--- src/rtl/aes_pkg.sv ---
// aes_pkg: shared AES constants and types.
//   - State/word widths, round constants (RCON) and the forward S-box table.
//   - FSM state type for the AddRoundKey / key-schedule block.
// Byte order follows the datapath convention: vectors are [0:N-1], byte 0 = bits [0:7].
package aes_pkg;

  localparam int unsigned StateW = 128;
  localparam int unsigned WordW  = 32;

  typedef enum logic [1:0] {
    StIdle,    // no key loaded
    StReady,   // round key for the current round is valid
    StExpand   // deriving the next round key
  } ark_state_e;

  // Forward S-box, entry n at bits [8*n +: 8] (entry 0 leftmost).
  localparam logic [0:2047] SBOX = {
    128'h637c777bf26b6fc53001672bfed7ab76,
    128'hca82c97dfa5947f0add4a2af9ca472c0,
    128'hb7fd9326363ff7cc34a5e5f171d83115,
    128'h04c723c31896059a071280e2eb27b275,
    128'h09832c1a1b6e5aa0523bd6b329e32f84,
    128'h53d100ed20fcb15b6acbbe394a4c58cf,
    128'hd0efaafb434d338545f9027f503c9fa8,
    128'h51a3408f929d38f5bcb6da2110fff3d2,
    128'hcd0c13ec5f974417c4a77e3d645d1973,
    128'h60814fdc222a908846eeb814de5e0bdb,
    128'he0323a0a4906245cc2d3ac629195e479,
    128'he7c8376d8dd54ea96c56f4ea657aae08,
    128'hba78252e1ca6b4c6e8dd741f4bbd8b8a,
    128'h703eb5664803f60e613557b986c11d9e,
    128'he1f8981169d98e949b1e87e9ce5528df,
    128'h8ca1890dbfe6426841992d0fb054bb16
  };

  // Round constant for rounds 0..9; any other index yields zero.
  function automatic logic [7:0] rcon(input logic [3:0] round);
    logic [7:0] r;
    case (round)
      4'd0:    r = 8'h01;
      4'd1:    r = 8'h02;
      4'd2:    r = 8'h04;
      4'd3:    r = 8'h08;
      4'd4:    r = 8'h10;
      4'd5:    r = 8'h20;
      4'd6:    r = 8'h40;
      4'd7:    r = 8'h80;
      4'd8:    r = 8'h1b;
      4'd9:    r = 8'h36;
      default: r = 8'h00;
    endcase
    return r;
  endfunction

endpackage

--- src/rtl/add_round_key_ksched_if.sv ---
// add_round_key_ksched_if: key load, input-state and output-result handshakes.
//   slave  : the AddRoundKey block (takes key/state, drives result)
//   master : the upstream/downstream side driving key/state and consuming results
interface add_round_key_ksched_if;

  logic         key_load;
  logic [0:127] key_in;
  logic         state_valid;
  logic         state_ready;
  logic [0:127] state_in;
  logic         out_valid;
  logic         out_ready;
  logic [0:127] state_out;
  logic [3:0]   out_round;
  logic         out_last;

  modport slave (
    input  key_load, key_in, state_valid, state_in, out_ready,
    output state_ready, out_valid, state_out, out_round, out_last
  );

  modport master (
    output key_load, key_in, state_valid, state_in, out_ready,
    input  state_ready, out_valid, state_out, out_round, out_last
  );

endinterface

--- src/rtl/aes_sbox.sv ---
// aes_sbox: 8-bit combinational AES forward S-box lookup.
//   i_byte : input byte
//   o_byte : SubBytes(i_byte)
module aes_sbox
  import aes_pkg::*;
(
  input  logic [7:0] i_byte,
  output logic [7:0] o_byte
);

  logic [10:0] w_base;

  assign w_base = {i_byte, 3'b000};
  assign o_byte = SBOX[w_base +: 8];

endmodule

--- src/rtl/add_round_key_ksched.sv ---
// add_round_key_ksched: AddRoundKey with on-the-fly AES-128 key expansion.
//   clk  : clock
//   rst  : asynchronous active-high reset
//   bus  : slave side of add_round_key_ksched_if
//          key_load/key_in            - load cipher key (pulse)
//          state_valid/ready/state_in - input state handshake
//          out_valid/ready/state_out/out_round/out_last - registered result
// Each accepted state is XORed with the current round key. The following round
// key is derived in a dedicated EXPAND cycle, so only the cipher key (for block
// restart) and the current round key are stored. Only NR = 10 is supported.
module add_round_key_ksched
  import aes_pkg::*;
#(
  parameter int unsigned NR = 10
) (
  input  logic                  clk,
  input  logic                  rst,
  add_round_key_ksched_if.slave bus
);

  localparam logic [3:0] LastRound = 4'(NR);

  ark_state_e   r_state;
  ark_state_e   w_state_nxt;
  logic [3:0]   r_round;
  logic [0:127] r_rk;
  logic [0:127] r_key0;
  logic [0:127] r_state_out;
  logic [3:0]   r_out_round;
  logic         r_out_last;
  logic         r_out_valid;

  logic         w_state_ready;
  logic         w_accept;
  logic         w_last_round;

  // ---------------------------------------------------------------------------
  // Next round key
  // ---------------------------------------------------------------------------
  logic [0:31]  w_w0, w_w1, w_w2, w_w3;
  logic [0:31]  w_rot, w_sub, w_t;
  logic [0:31]  w_n0, w_n1, w_n2, w_n3;
  logic [0:127] w_next_key;

  assign w_w0  = r_rk[0:31];
  assign w_w1  = r_rk[32:63];
  assign w_w2  = r_rk[64:95];
  assign w_w3  = r_rk[96:127];
  assign w_rot = {w_w3[8:31], w_w3[0:7]};

  for (genvar g = 0; g < 4; g++) begin : g_subword
    aes_sbox u_sbox (
      .i_byte (w_rot[8*g +: 8]),
      .o_byte (w_sub[8*g +: 8])
    );
  end

  assign w_t        = w_sub ^ {rcon(r_round), 24'h000000};
  assign w_n0       = w_w0 ^ w_t;
  assign w_n1       = w_w1 ^ w_n0;
  assign w_n2       = w_w2 ^ w_n1;
  assign w_n3       = w_w3 ^ w_n2;
  assign w_next_key = {w_n0, w_n1, w_n2, w_n3};

  // ---------------------------------------------------------------------------
  // FSM
  // ---------------------------------------------------------------------------
  always_ff @(posedge clk or posedge rst) begin
    if (rst) begin
      r_state <= StIdle;
    end else begin
      r_state <= w_state_nxt;
    end
  end

  always_comb begin
    w_state_nxt = r_state;
    if (bus.key_load) begin
      // Loading a key overrides everything, including an in-flight expansion.
      w_state_nxt = StReady;
    end else begin
      case (r_state)
        StIdle:   w_state_nxt = StIdle;
        StReady:  if (w_accept && !w_last_round) w_state_nxt = StExpand;
        StExpand: w_state_nxt = StReady;
        default:  w_state_nxt = StIdle;
      endcase
    end
  end

  always_comb begin
    w_last_round  = (r_round == LastRound);
    // Can take a state only when the output slot is free or draining now.
    w_state_ready = (r_state == StReady) && !bus.key_load &&
                    (!r_out_valid || bus.out_ready);
    w_accept      = bus.state_valid && w_state_ready;
  end

  // ---------------------------------------------------------------------------
  // Key schedule registers
  // ---------------------------------------------------------------------------
  always_ff @(posedge clk or posedge rst) begin
    if (rst) begin
      r_key0  <= '0;
      r_rk    <= '0;
      r_round <= '0;
    end else if (bus.key_load) begin
      r_key0  <= bus.key_in;
      r_rk    <= bus.key_in;
      r_round <= '0;
    end else if (w_accept && w_last_round) begin
      // Final round done: rewind to the cipher key for the next block.
      r_rk    <= r_key0;
      r_round <= '0;
    end else if (r_state == StExpand) begin
      r_rk    <= w_next_key;
      r_round <= r_round + 4'd1;
    end
  end

  // ---------------------------------------------------------------------------
  // Output register
  // ---------------------------------------------------------------------------
  always_ff @(posedge clk or posedge rst) begin
    if (rst) begin
      r_state_out <= '0;
      r_out_round <= '0;
      r_out_last  <= 1'b0;
      r_out_valid <= 1'b0;
    end else if (w_accept) begin
      r_state_out <= bus.state_in ^ r_rk;
      r_out_round <= r_round;
      r_out_last  <= w_last_round;
      r_out_valid <= 1'b1;
    end else if (bus.out_ready) begin
      r_out_valid <= 1'b0;
    end
  end

  assign bus.state_ready = w_state_ready;
  assign bus.out_valid   = r_out_valid;
  assign bus.state_out   = r_state_out;
  assign bus.out_round   = r_out_round;
  assign bus.out_last    = r_out_last;

endmodule

--- src/flat_wrapper.sv ---
// flat-port wrapper written by rule: the top's interface ports become plain ports
module add_round_key_ksched_flat import aes_pkg::*;
#(
  parameter int unsigned NR = 10
)
  (clk, rst, bus_key_load, bus_key_in, bus_state_valid, bus_state_in, bus_out_ready, bus_state_ready, bus_out_valid, bus_state_out, bus_out_round, bus_out_last);
  add_round_key_ksched_if bus_i ();
  input  logic clk;
  input  logic rst;
  input wire logic [$bits(bus_i.key_load)-1:0] bus_key_load;
  input wire logic [$bits(bus_i.key_in)-1:0] bus_key_in;
  input wire logic [$bits(bus_i.state_valid)-1:0] bus_state_valid;
  input wire logic [$bits(bus_i.state_in)-1:0] bus_state_in;
  input wire logic [$bits(bus_i.out_ready)-1:0] bus_out_ready;
  output wire logic [$bits(bus_i.state_ready)-1:0] bus_state_ready;
  output wire logic [$bits(bus_i.out_valid)-1:0] bus_out_valid;
  output wire logic [$bits(bus_i.state_out)-1:0] bus_state_out;
  output wire logic [$bits(bus_i.out_round)-1:0] bus_out_round;
  output wire logic [$bits(bus_i.out_last)-1:0] bus_out_last;
  assign bus_i.key_load = bus_key_load;
  assign bus_i.key_in = bus_key_in;
  assign bus_i.state_valid = bus_state_valid;
  assign bus_i.state_in = bus_state_in;
  assign bus_i.out_ready = bus_out_ready;
  assign bus_state_ready = bus_i.state_ready;
  assign bus_out_valid = bus_i.out_valid;
  assign bus_state_out = bus_i.state_out;
  assign bus_out_round = bus_i.out_round;
  assign bus_out_last = bus_i.out_last;
  add_round_key_ksched #(.NR(NR)) u_core (.clk(clk), .rst(rst), .bus(bus_i));
endmodule
--- config.mk ---
export PLATFORM = sky130hd
export DESIGN_NAME = add_round_key_ksched_flat
export DESIGN_NICKNAME = d
export VERILOG_FILES = /design/src/rtl/aes_pkg.sv /design/src/rtl/add_round_key_ksched_if.sv /design/src/rtl/aes_sbox.sv /design/src/rtl/add_round_key_ksched.sv /design/src/flat_wrapper.sv
export SDC_FILE = /design/constraint.sdc
export NUM_CORES = 2
export LEC_CHECK = 0
export ABC_AREA = 1
export BUFFER_PORTS_ARGS = -buffer_cell sky130_fd_sc_hd__buf_4
export CAP_MARGIN = 0
export CORE_AREA = 2 2 353 250
export DETAILED_ROUTE_END_ITERATION = 16
export DIE_AREA = 0 0 355 252
export PLACE_DENSITY = 0.59
export SETUP_SLACK_MARGIN = 0.2
export SLEW_MARGIN = 40
export SYNTH_ARGS = -nofsm -noshare
export SYNTH_HDL_FRONTEND = slang
export SYNTH_SLANG_ARGS = --single-unit
export TNS_END_PERCENT = 20
--- constraint.sdc ---
create_clock -name clk -period 15.4 [get_ports clk]
set_clock_uncertainty 0.15 [all_clocks]
set_input_delay 2.31 -clock clk [delete_from_list [all_inputs] [get_ports clk]]
set_output_delay 2.31 -clock clk [all_outputs]
set_load 0.05 [all_outputs]
[Word-level counts from Yosys, hierarchy flattened]
Memory sizes are Yosys's and may differ from the RTL's.
Index checks and enable logic that the tools add are counted.
Storage, ports and cells
  word-level logic and storage cells: 50
  bits in registers: 396
  output and inout bits: 135
  memories kept: 1
  input port bits: 261
  ROM bits: 128
Memory list
  (name not given): words 16, width 8, rd ports 1, clocked after memory_dff 0, write ports 0, RTL line aes_pkg.sv:39  | case (round)
Cells by class
  bitwise operators: 10
  shift-type cells: 4
  $add $sub $neg: 1
  multiplexer cells: 11
  eq/ne operators: 4
  reductions and logical operators: 11
Operators with widths (count)
  2048-bit by 12-bit variable part select with 2049-bit output (first input constant): 4
  128-bit two-way mux: 3
  32-bit bitwise XOR: 5
  128-bit bitwise XOR: 1
  11-bit inverter with 12-bit output: 4
  4-bit two-way mux: 3
  1-bit logical AND: 5
  4-bit by 1-bit adder with 4-bit output (second input constant): 1
  4-bit equality test (second input constant): 1
  2-bit two-way mux: 2
  2-bit case mux with 2 select lines: 1
  1-bit zero test: 3
  3-bit by 2-bit != test with 1-bit output (second input constant): 1
  3-bit nonzero test: 1
  2-bit by 1-bit equality test with 1-bit output (second input constant): 1
  2-bit equality test (second input constant): 1
  1-bit two-way mux: 2
  2-bit nonzero test: 1
  1-bit logical OR: 1

[Longest topological paths before layout]
  depth after elaboration: 10
  gate-level depth with buffers: 24
  gate-level depth less buffers: 22

[Hierarchy]
From an unflattened synthesis, not the netlist that was laid out.
Unflattened totals
  cell total of the unflattened synthesis: 4802
  area, all modules: 31053.5 sq um
By module, submodules not included
  add_round_key_ksched: area an instance 19067.0 sq um, cells an instance 2218, seq. area each 9909.5 sq um, instances 1
  aes_sbox: area an instance 2996.6 sq um, cells an instance 646, seq. area each 0.0 sq um, instances 4

[Worst setup path before layout]
OpenSTA, ideal clock, no wires.
  path type: in2out
  start: input port bus_key_load
  end: output port bus_state_ready
  path slack: 9.757 ns
  path buffers: 1
  data required time: 12.940 ns
  arrival: 3.183 ns
  stages: 2
  cell sequence: buf_2 -> nor3b_2
Between the ends
  word-level cells in the longest chain between the ends: 3
RTL lines
  start: declaration: RTL line flat_wrapper.sv:10  | input wire logic [$bits(bus_i.key_load)-1:0] bus_key_load;
  1-bit zero test: RTL line add_round_key_ksched.sv:94  | w_state_ready = (r_state == StReady) && !bus.key_load &&
  1-bit logical AND (2 in series): RTL line add_round_key_ksched.sv:94
  end: declaration: RTL line flat_wrapper.sv:15  | output wire logic [$bits(bus_i.state_ready)-1:0] bus_state_ready;
No other way between the ends.

[Worst setup path after layout]
  start: input port bus_key_load
  end: register u_core.r_rk[124] (netlist bit)
Between the ends
  word-level cells in the longest chain between the ends: 7
  elaborated cells on any way between the ends: 8
  classes of those cells: mux: 2; reduce/logical: 6
RTL lines
  1-bit zero test: RTL line add_round_key_ksched.sv:94
  1-bit logical AND (2 in series): RTL line add_round_key_ksched.sv:94
  1-bit logical AND: RTL line add_round_key_ksched.sv:96  | w_accept = bus.state_valid && w_state_ready;
  1-bit logical AND: RTL line add_round_key_ksched.sv:111  | end else if (w_accept && w_last_round) begin
  128-bit two-way mux: RTL line add_round_key_ksched.sv:111
  128-bit two-way mux: RTL line add_round_key_ksched.sv:107  | end else if (bus.key_load) begin
  end signal: assignment: RTL line add_round_key_ksched.sv:109  | r_rk <= bus.key_in;
  end signal: assignment: RTL line add_round_key_ksched.sv:113  | r_rk <= r_key0;
  end signal: assignment: RTL line add_round_key_ksched.sv:116  | r_rk <= w_next_key;
  end: declaration: RTL line add_round_key_ksched.sv:26  | logic [0:127] r_rk;
Several ways; a longest one is shown, not always the timed one.
A chain may end at the register's enable or synchronous reset.

==> impl_metrics.json <==
{
  "fmax_mhz": 156,
  "yosysTopAreaCell": "dfrtp_1",
  "die_x_um": 355,
  "port_buffers": 395,
  "worst_pin_slew_ns": 0.913,
  "grt_pass1_vias": 33300,
  "drc": 0,
  "synth-edff-count": 0,
  "cp_top_family": "buffers and inverters",
  "fin_area_um2": 36700,
  "totalPowerFinal_mw": 9.77,
  "coreArea_um2": 85800,
  "synthTopCellsByCount": "nand2_1, nand3_1, dfrtp_1, o21ai_0, nor2_1",
  "finalHoldViolCount": 0,
  "finalCriticalPeriod_ns": 6.41,
  "slew_violations": 0,
  "clock_path_buffers": 3,
  "cts_setup_buffers": 0,
  "synth.most_common_cell": "nand2_1",
  "path_buf_inv": 7,
  "htree_levels": 2,
  "clkSinkCount": 396,
  "clk_latency_ns": 0.64,
  "synth_top_flop_cell": "dfrtp_1",
  "area_growth_pct": 16.2,
  "yosysSeqAreaShare": 0.314,
  "antenna_left": 0,
  "place_inst": 6320,
  "postCtsHoldBufs": 0,
  "tns_ns": 0,
  "path_max_fanout": 89,
  "worstSetupPathType": "input port to flip-flop",
  "yosys-top-cells-area": "dfrtp_1, nand2_1, nand3_1",
  "antenna_found_initial": 4,
  "dr.first_iter.drc_count": 5393,
  "critPathLaunchType": "input port",
  "path_depth": 14,
  "placed_area_um2": 35000,
  "wl_um": 154000,
  "cts_resized": 0,
  "routed_via_density": 5.77,
  "synth_warnings": 0,
  "gr-usage-all-layers": 0.331,
  "syn_nets": 5356,
  "async_flop_share": 1.00,
  "num_vias": 36900,
  "hold_path_depth": 2,
  "final_nets": 5544,
  "min_path_type": "flip-flop to flip-flop",
  "synthDistinctLibCells": 40,
  "final_layout_size_suffix_gt1_frac": 0.115,
  "min_period_over_period": 0.416,
  "ys_seq_elements": 396,
  "peakVddDrop_mv": 0.120,
  "setup_viol": 0,
  "outcome": "finished clean",
  "end_kind": "flip-flop",
  "p_leak_nw": 18.7,
  "grt_first_pass_wirelength_um": 225000,
  "worstPathCellList": "clkbuf_8, nor3b_2, nand2_8, inv_2, nand2_8, inv_2, nor2_4, inv_2, buf_6, nor2_4, inv_6, buf_4, nor2_1, a21oi_1",
  "maxCapViolCount": 0,
  "cp_slowest_stage_delay_ns": 0.77,
  "worstRegToRegCells": 15,
  "syn_area_um2": 31600,
  "tritoncts": "built",
  "io_pins": 396,
  "rsz0062_at_grt": "no",
  "cp_data_arrival_time_ns": 6.81,
  "floorplan.initialDensity": 0.368,
  "hpwl_um": 111000,
  "fin_cells": 6406,
  "cpMostUsedCell": "inv_2",
  "chipHeight_um": 252,
  "pwr_density_cell_nw_per_um2": 266,
  "syn-instance-count": 5031,
  "grt_overflow": 0,
  "dieArea_um2": 89500,
  "cts_buffers": 45,
  "dr.pass1.iters": 8,
  "required_ns": 15.80,
  "synth_top_cell_area_share": 0.314,
  "avgSynthCellArea_um2": 6.27,
  "clk_pin_slew_ns": 0.06,
  "gp_congestion": 1.01,
  "fp-row-count": 90,
  "wire_per_inst_um": 24.0,
  "crit_slowest_cell": "buf_4",
  "slew_headroom": 0.392,
  "cts_root_buf": "clkbuf_16",
  "grt_max_degree": 161
}
==> flip-flops by register name, indices dropped and copies added (netlist names) <==
signal / flops
u_core.bus.state_out: 128
u_core.r_key0: 128
u_core.r_rk: 128
u_core.bus.out_round: 4
u_core.r_round: 4
u_core.r_state: 2
u_core.bus.out_last: 1
u_core.bus.out_valid: 1
==> power breakdown <==
part | switching [mW] | internal, mW | leakage (nW) | total (mW)
clock network | 0.526 | 0.649 | 0.779 | 1.18
logic | 4.94 | 1.88 | 13.2 | 6.82
registers | 0.409 | 1.37 | 4.74 | 1.78
total | 5.87 | 3.90 | 18.7 | 9.77
==> cell usage in the layout (no fill, tap or decap), types with 3 or more instances in the layout <==
cell type / instances
clkinv_1: 5
a22oi_1: 33
buf_6: 5
clkbuf_16: 45
ha_1: 63
nor2_1: 348
nand4_1: 16
inv_6: 5
buf_4: 443
a31oi_1: 66
bufinv_16: 4
nand3b_1: 13
nand2_1: 1666
clkbuf_8: 8
nand3_1: 1041
nor2_2: 9
o21ai_1: 10
buf_12: 4
nor2_4: 3
o21ai_0: 350
nand2_2: 14
inv_1: 277
o211ai_1: 43
dfrtp_2: 11
a21oi_1: 178
a22o_1: 7
nand3_2: 4
clkinv_2: 14
dfrtp_1: 385
xor2_1: 8
xnor2_1: 129
inv_2: 21
==> layer usage <==
layer | routed length [um] | up-vias | GRT usage
met5 | 40 | - | 0
met3 | 17700 | 330 | 0.0781
li1 | - | 17000 | -
met2 | 62100 | 2343 | 0.465
met4 | 7030 | 6 | 0.134
met1 | 66800 | 17300 | 0.482
==> path summary, 6_finish.rpt <==
path / endpoint / from / slack [ns]
hold / removal: u_core.r_key0[76]$_DFFE_PP0P_ / u_core.r_key0[76]$_DFFE_PP0P_ / 0.31
hold reg to reg: u_core.r_key0[76]$_DFFE_PP0P_ / u_core.r_key0[76]$_DFFE_PP0P_ / 0.31
max in group asynchronous: u_core.bus.state_out[5]$_DFFE_PP0P_ / rst / 11.48
setup / recovery: u_core.r_rk[124]$_DFFE_PP0P_ / bus_key_load / 8.99
setup reg to reg: u_core.r_rk[124]$_DFFE_PP0P_ / u_core.r_state[1]$_DFFE_PP0P_ / 10.42
min in group asynchronous: u_core.bus.state_out[61]$_DFFE_PP0P_ / rst / 1.52
==> worst min-delay path, cell delays in order, from the launching register on <==
cell,delay [ns]
dfrtp_1,0.32
nand2_1,0.06
nand2_1,0.06
==> layout make-up <==
class	instances	area, um^2
Antenna cell	2	5.00
Clock buffer	53	1230
Clock inverter	29	340
Fill cell	9246	49100
Inverter	306	1170
Multi-Input combinational cell	4016	19100
Sequential cell	396	9920
Tap cell	1150	1440
Timing Repair Buffer	454	3500
==> through the flow <==
step	hold WS [ns]	setup WS (ns)	utilization
2_1_floorplan	0.281	1.93	-
3_3_place_gp	0.293	8.19	0.408
3_5_place_dp	0.299	8.29	0.408
4_1_cts	0.314	8.95	0.427
5_1_grt	0.335	8.69	0.427
6_report	0.315	8.99	0.427
==> cell families (layout without fill, tap and decap cells) <==
kind of cell    count (synthesis)  count (layout)  share of synthesized area
compound gates                693             693                      0.120
xor+xnor                      137             137                     0.0380
fa+ha+maj                      64              64                     0.0256
buf+inv                       619             842                     0.0830
flops                         396             396                      0.314
other cells                     0               2                          0
simple gates                 3122            3122                      0.419
(Power assumes the default switching activity.)
